[config.mk]
export PLATFORM = sky130hd
export DESIGN_NAME = decorder3to8_en_flat
export DESIGN_NICKNAME = d
export VERILOG_FILES = /design/src/rtl/decorder3to8_en_pkg.sv /design/src/rtl/decorder3to8_en_if.sv /design/src/rtl/decoder3to8_comb.sv /design/src/rtl/decorder3to8_en.sv /design/src/flat_wrapper.sv
export SDC_FILE = /design/constraint.sdc
export NUM_CORES = 1
export LEC_CHECK = 0
export ABC_AREA = 1
export BUFFER_PORTS_ARGS = -buffer_cell sky130_fd_sc_hd__buf_2
export CORE_AREA = 8 8 45 47
export DETAILED_ROUTE_END_ITERATION = 8
export DIE_AREA = 0 0 53 55
export PLACE_DENSITY_LB_ADDON = 0.05
export SLEW_MARGIN = 40
export SYNTH_ARGS = -nofsm -noshare
export SYNTH_HDL_FRONTEND = slang
export SYNTH_SLANG_ARGS = --single-unit
[constraint.sdc]
create_clock -name clk -period 0.8 [get_ports clk]
set_input_delay 0.08 -clock clk [delete_from_list [all_inputs] [get_ports clk]]
set_output_delay 0.08 -clock clk [all_outputs]
set_load 0.03 [all_outputs]
[src/rtl/decorder3to8_en_pkg.sv]
// Shared widths and polarity helpers for the registered 3-to-8 decoder.
package decorder3to8_en_pkg;

  localparam int SEL_W = 3;
  localparam int OUT_W = 2**SEL_W;

  // Value every line settles to when the decoder is idle or in reset.
  function automatic logic [OUT_W-1:0] disabled_val(input bit active_low);
    return active_low ? {OUT_W{1'b1}} : {OUT_W{1'b0}};
  endfunction

endpackage

[src/rtl/decorder3to8_en_if.sv]
// Select/enable in, decoded lines out. The master drives the select side.
interface decorder3to8_en_if;
  import decorder3to8_en_pkg::*;

  logic [SEL_W-1:0] A;
  logic             EN;
  logic [OUT_W-1:0] Y;

  modport master (output A, output EN, input Y);
  modport slave  (input A, input EN, output Y);

endinterface

[src/rtl/decoder3to8_comb.sv]
// Pure combinational one-hot decode; zero-hot when disabled.
module decoder3to8_comb
  import decorder3to8_en_pkg::*;
(
  input  logic [SEL_W-1:0] A,
  input  logic             EN,
  output logic [OUT_W-1:0] onehot
);

  // One compare per output line keeps each line independent of the others.
  for (genvar i = 0; i < OUT_W; i++) begin : g_line
    assign onehot[i] = EN && (A == SEL_W'(i));
  end

endmodule

[src/rtl/decorder3to8_en.sv]
// Registered 3-to-8 decoder with enable and selectable output polarity.
module decorder3to8_en
  import decorder3to8_en_pkg::*;
#(
  parameter bit ACTIVE_LOW = 1'b0
) (
  input  logic              clk,
  input  logic              rst,
  decorder3to8_en_if.slave  bus
);

  localparam logic [OUT_W-1:0] Y_OFF = disabled_val(ACTIVE_LOW);

  logic [OUT_W-1:0] onehot;
  logic [OUT_W-1:0] y_nxt;
  logic [OUT_W-1:0] y_act;

  decoder3to8_comb u_comb (
    .A      (bus.A),
    .EN     (bus.EN),
    .onehot (onehot)
  );

  assign y_nxt = ACTIVE_LOW ? ~onehot : onehot;

  // Output register; reset parks the lines at the idle value.
  always_ff @(posedge clk) begin
    if (rst) bus.Y <= Y_OFF;
    else     bus.Y <= y_nxt;
  end

  // Active-high view of Y so the check is polarity independent.
  assign y_act = ACTIVE_LOW ? ~bus.Y : bus.Y;

  a_onehot0: assert property (@(posedge clk) disable iff (rst) $onehot0(y_act))
    else $error("decoder output has more than one active line: %h", bus.Y);

endmodule

[src/flat_wrapper.sv]
// flat-port wrapper written by rule: the top's interface ports become plain ports
module decorder3to8_en_flat import decorder3to8_en_pkg::*;
#(
  parameter bit ACTIVE_LOW = 1'b0
)
  (clk, rst, bus_A, bus_EN, bus_Y);
  decorder3to8_en_if bus_i ();
  input  logic clk;
  input  logic rst;
  input wire logic [$bits(bus_i.A)-1:0] bus_A;
  input wire logic [$bits(bus_i.EN)-1:0] bus_EN;
  output wire logic [$bits(bus_i.Y)-1:0] bus_Y;
  assign bus_i.A = bus_A;
  assign bus_i.EN = bus_EN;
  assign bus_Y = bus_i.Y;
  decorder3to8_en #(.ACTIVE_LOW(ACTIVE_LOW)) u_core (.clk(clk), .rst(rst), .bus(bus_i));
endmodule
==> results by group, run 1 <==
Synthesis
  – Synth Instances: 26
  – Mapped cell area: 240 um^2
  – Ys Warns: 0
  – Mapped Nets: 32
  – Distinct cell type count of the synthesized netlist: 6
  – Mapped Avg Cell Area: 9.24 um^2
  – FF+latch count, synth: 8
  – Seq/Total Area, Yosys: 66.7%

Timing
  – Minimum clock period: 0.777 ns
  – Slew @ Worst Pin: 0.107 ns
  – Setup TNS Final: 0 ns
  – Unrepaired setup endpoints after global routing: no
  – Peak Freq: 1290 MHz
  – Setup violators final: 0
  – Slew headroom: 92.8%
  – Slew Viols, Final: 0
  – Final period util: 97.1%
  – Final Hold Viols: 0

Setup path
  – CP Capture Type: output pin
  – Crit start category: register
  – Worst Path Arrival: 0.70 ns
  – Top delay family on crit path: flip-flops
  – CP required: 0.72 ns
  – CP max FO: 1
  – Critical path type: reg2out
  – Slowest stage delay, CP: 0.30 ns
  – CP max-delay cell: dfxtp_1
  – Critical-path cell list: buf_4
  – Buf/Inv on CP: 1

Floorplan
  – Die X: 53 um
  – Initial core utilization: 17.4%
  – Row count: 14
  – Die area: 2920 um^2
  – Core Footprint: 1380 um^2
  – Die Y: 55 um
  – I/O Pins: 14

Power
  – Worst vdd ir: 0.596 mV
  – Leakage: 0.000191 uW
  – Power density over the cells: 1970 nW/um^2
  – Pwr Total: 768 uW

Run status
  – Outcome: finished clean

CTS
  – Root buffer cell: clkbuf_4
  – Post-CTS sizing: 9
  – CTS Buf Count: 3
  – Clock slew at reported path FFs: 0.05 ns
  – Clock sink count: 8
  – CTS tree: built
  – Clk buf depth: 2
  – # H-tree levels: 1
  – Hold buffer count at cts: 0
  – Post-CTS Setup Repair Bufs: 0

Finish
  – FF/Latch Area: 164 um^2
  – Most frequent cells in the layout: 8 x nor2_1, 5 x buf_2, 5 x buf_6, 5 x dfxtp_1, 4 x nand2_1
  – Share of cells above drive strength 1: 52.4%
  – Max FFs per register: 8
  – Antenna diodes: 0
  – Largest regs: u_core.bus.Y x8
  – Filler cells: 156
  – Final #Nets: 50
  – Top reg by flops: u_core.bus.Y
  – Commonest non-fill, non-tap cell in the layout: nor2_1
  – Area of the multi-input gates: 65.1 um^2
  – Area Overhead vs Synth: 62.5%

Route
  – 1st-pass router iterations: 4
  – WL final: 541 um
  – DR vias: 203
  – DR WL/cell: 9.33 um
  – DR iter-0 viols: 2
  – Vias/cell: 3.50
  – Drc violations: 0
  – Detail Route Antenna Nets: 0

Place
  – GPL Wtd Cong: 0.692
  – IO Port Bufs: 13

Global routing
  – First-pass GRT wire length: 841 um
  – Congestion Overflow GR: 0
  – Initial antenna violation count: 0
  – Largest net degree at the start of global routing: 5
  – Overall routing resource usage: 4.49%
  – Vias in the first global route: 216

Flow run
  – Max-cap violations: 0

Hold path
  – Min-delay worst type: in2reg
cells by family after synthesis:
kind of cell	share of synthesized area (%)
and+or+nand+nor	27.1
buffers and inverters	6.25
DFF	66.7
metal layers:
layer	track usage, %	up-vias	wire length [um]	share of wire (%)
li1	-	108	-	-
met1	4.27	82	241	45
met2	5.08	11	206	38
met3	1.87	2	66	12
met4	9.05	0	27	5.0
met5	0	-	0	0
path summary, 6_finish.rpt:
check | start | to | cells past startpoint
hold / removal | bus_A[1] | u_core.bus.Y[2] | 3
setup / recovery | u_core.bus.Y[0] | bus_Y[0] | 1
where the power goes:
group          internal, uW  switching (uW)  leakage [uW]  total [uW]
Sequential              406            2.31     0.0000662         409
Combinational          27.0            40.6      0.000111        67.6
Clock                   171             121     0.0000138         292
Total                   604             164      0.000191         768
metrics by stage:
step	instances	util [%]	area, um^2	setup WS [ns]	hold WS (ns)
global route	58	28.2	390	0.00205	0.0966
detailed placement	55	23.5	325	0.239	0.364
global placement	55	23.5	325	0.248	0.365
finish	58	28.2	390	0.0233	0.0982
CTS	58	26.9	372	0.00230	0.0970
floorplan	26	-	240	0.261	0.223
cell type report:
cell class	instances	share of cell area [%]
Sequential cell	8	42.0
Timing Repair Buffer	13	26.6
Multi-Input combinational cell	14	16.7
Clock buffer	3	5.77
Tap cell	16	5.13
Inverter	4	3.85
synthesized netlist by cell type:
master | number | share of area [%]
dfxtp_1 | 8 | 67
nor2_1 | 8 | 13
inv_1 | 3 | 4.7
nand2_1 | 4 | 6.2
nand3_2 | 2 | 8.3
inv_2 | 1 | 1.6
(Power assumes the default switching activity.)
==> run 2, diff against run 1 <==
Settings changed: GPL_TIMING_DRIVEN set to 0.
==> run 2 against run 1 <==
Effect of this change: via count rose by 3.9%; worst hold slack improved by 0.011 ns; routed wire length rose by 7.0%; largest cell class unchanged; highest routed layer unchanged.
==> results by group, run 2 (same netlist as run 1, synthesis figures left out) <==
CTS
  – Hold buffer count at cts: 0
  – CTS Buf Count: 3
  – Clock sink count: 8
  – # H-tree levels: 1
  – Clk buf depth: 2
  – CTS tree: built
  – Root buffer cell: clkbuf_4
  – Clock slew at reported path FFs: 0.05 ns

Hold path
  – Hold Startpoint: bus_A[0]
  – Min-delay worst type: in2reg

Power
  – Sequential Power Share: 52.5%
  – Comb pwr share: 9.0%
  – Switching Share: 22.2%
  – Power density over the cells: 1930 nW/um^2
  – P_int: 606 uW
  – Clock Power Share: 38.5%
  – Pwr Total: 779 uW
  – Leakage: 0.000193 uW
  – NetSw: 173 uW
  – Worst vdd ir: 0.743 mV

Route
  – DRT met1 WL: 229 um
  – Top sig layer: met4
  – Drc violations: 0
  – Detail Route Antenna Nets: 0
  – WL met3: 74 um
  – WL final: 579 um
  – WL met2: 249 um
  – DR vias: 211
  – 1st-pass router iterations: 2
  – Vias/cell: 3.64
  – DR WL/cell: 9.98 um
  – DR iter-0 viols: 3

Floorplan
  – I/O Pins: 14
  – Die area: 2920 um^2
  – Row count: 14
  – Die Y: 55 um
  – Initial core utilization: 17.4%
  – Core Footprint: 1380 um^2
  – Die X: 53 um

Finish
  – Area Overhead vs Synth: 67.7%
  – Share of cells above drive strength 1: 54.8%
  – Top reg by flops: u_core.bus.Y
  – Number of non-filler instances in the completed layout: 58
  – Most frequent cells in the layout: 8 x nor2_1, 8 x buf_6, 5 x buf_2
  – Antenna diodes: 0
  – End-of-flow core utilization: 29.1%
  – Largest regs: u_core.bus.Y x8
  – Max FFs per register: 8
  – Final #Nets: 50

Place
  – Cell total after placement: 55
  – GPL Wtd Cong: 0.583
  – IO Port Bufs: 13
  – DP Wirelength: 479 um

Setup path
  – Critical path type: reg2out
  – Buf/Inv on CP: 1
  – Critical-path cell list: buf_6
  – Top delay family on crit path: flip-flops
  – Worst Path Arrival: 0.69 ns
  – CP max-delay cell: dfxtp_1
  – Slowest stage delay, CP: 0.32 ns
  – Crit start category: register
  – Worst setup path startpoint: u_core.bus.Y[5]
  – CP Capture Type: output pin
  – CP required: 0.72 ns
  – CP max FO: 1

Timing
  – Setup violators final: 0
  – Setup TNS Final: 0 ns
  – Slew Viols, Final: 0
  – Minimum clock period: 0.773 ns
  – Unrepaired setup endpoints after global routing: no
  – Slew headroom: 92.8%
  – Final Hold Viols: 0
  – Final period util: 96.7%
  – Slew @ Worst Pin: 0.108 ns
  – Peak Freq: 1290 MHz

Global routing
  – Vias in the first global route: 228
  – Congestion Overflow GR: 0
  – First-pass GRT wire length: 876 um
  – Initial antenna violation count: 0
  – Overall routing resource usage: 4.76%
  – Largest net degree at the start of global routing: 5

Run status
  – Outcome: finished clean

Flow run
  – Max-cap violations: 0
==> run 2: cell counts in the layout (fill, tap and decap cells not counted) <==
No cell type changed its count.
==> run 2: power by group through the flow <==
stage               clock network [uW]  logic (uW)  registers, uW
CTS                                313        68.0            408
global route                       327        76.9            409
floorplan                            0        20.6            429
global placement                     0        62.2            415
finish                             300        70.0            409
detailed placement                   0        63.3            415
==> run 2: final timing paths <==
kind  cells past startpoint         endpoint  slack (ns)
max                       1         bus_Y[5]        0.03
min                       3  u_core.bus.Y[1]        0.11
==> run 2: timing repair <==
action,4_1_cts,5_1_grt
buffers inserted,0,0
endpoints found under the setup margin,8,8
resized for setup,10,10
==> run 2: layout make-up <==
class                   instances  area, um^2
repair buffers                 13         115
fillers                       160         981
flip-flops and latches          8         165
clock buffers                   3        22.5
inverters                       4        15.0
multi-input cells              14        65.1
well taps                      16        20.0
==> run 2: routing by layer <==
metal  track usage, %  vias to the layer above
met3             1.87                        2
met2             6.05                       11
met4             10.3                        0
met1             3.82                       89
met5                0                        -
li1                 -                      109
==> run 2: stage by stage <==
stage | setup WS, ns | instance area, um^2 | hold slack (ns)
after floorplan | 0.261 | 240 | 0.223
after global placement | 0.248 | 325 | 0.366
after detailed placement | 0.238 | 325 | 0.371
after CTS | 0.00272 | 375 | 0.103
after global routing | 0.00202 | 403 | 0.114
final | 0.0266 | 403 | 0.109
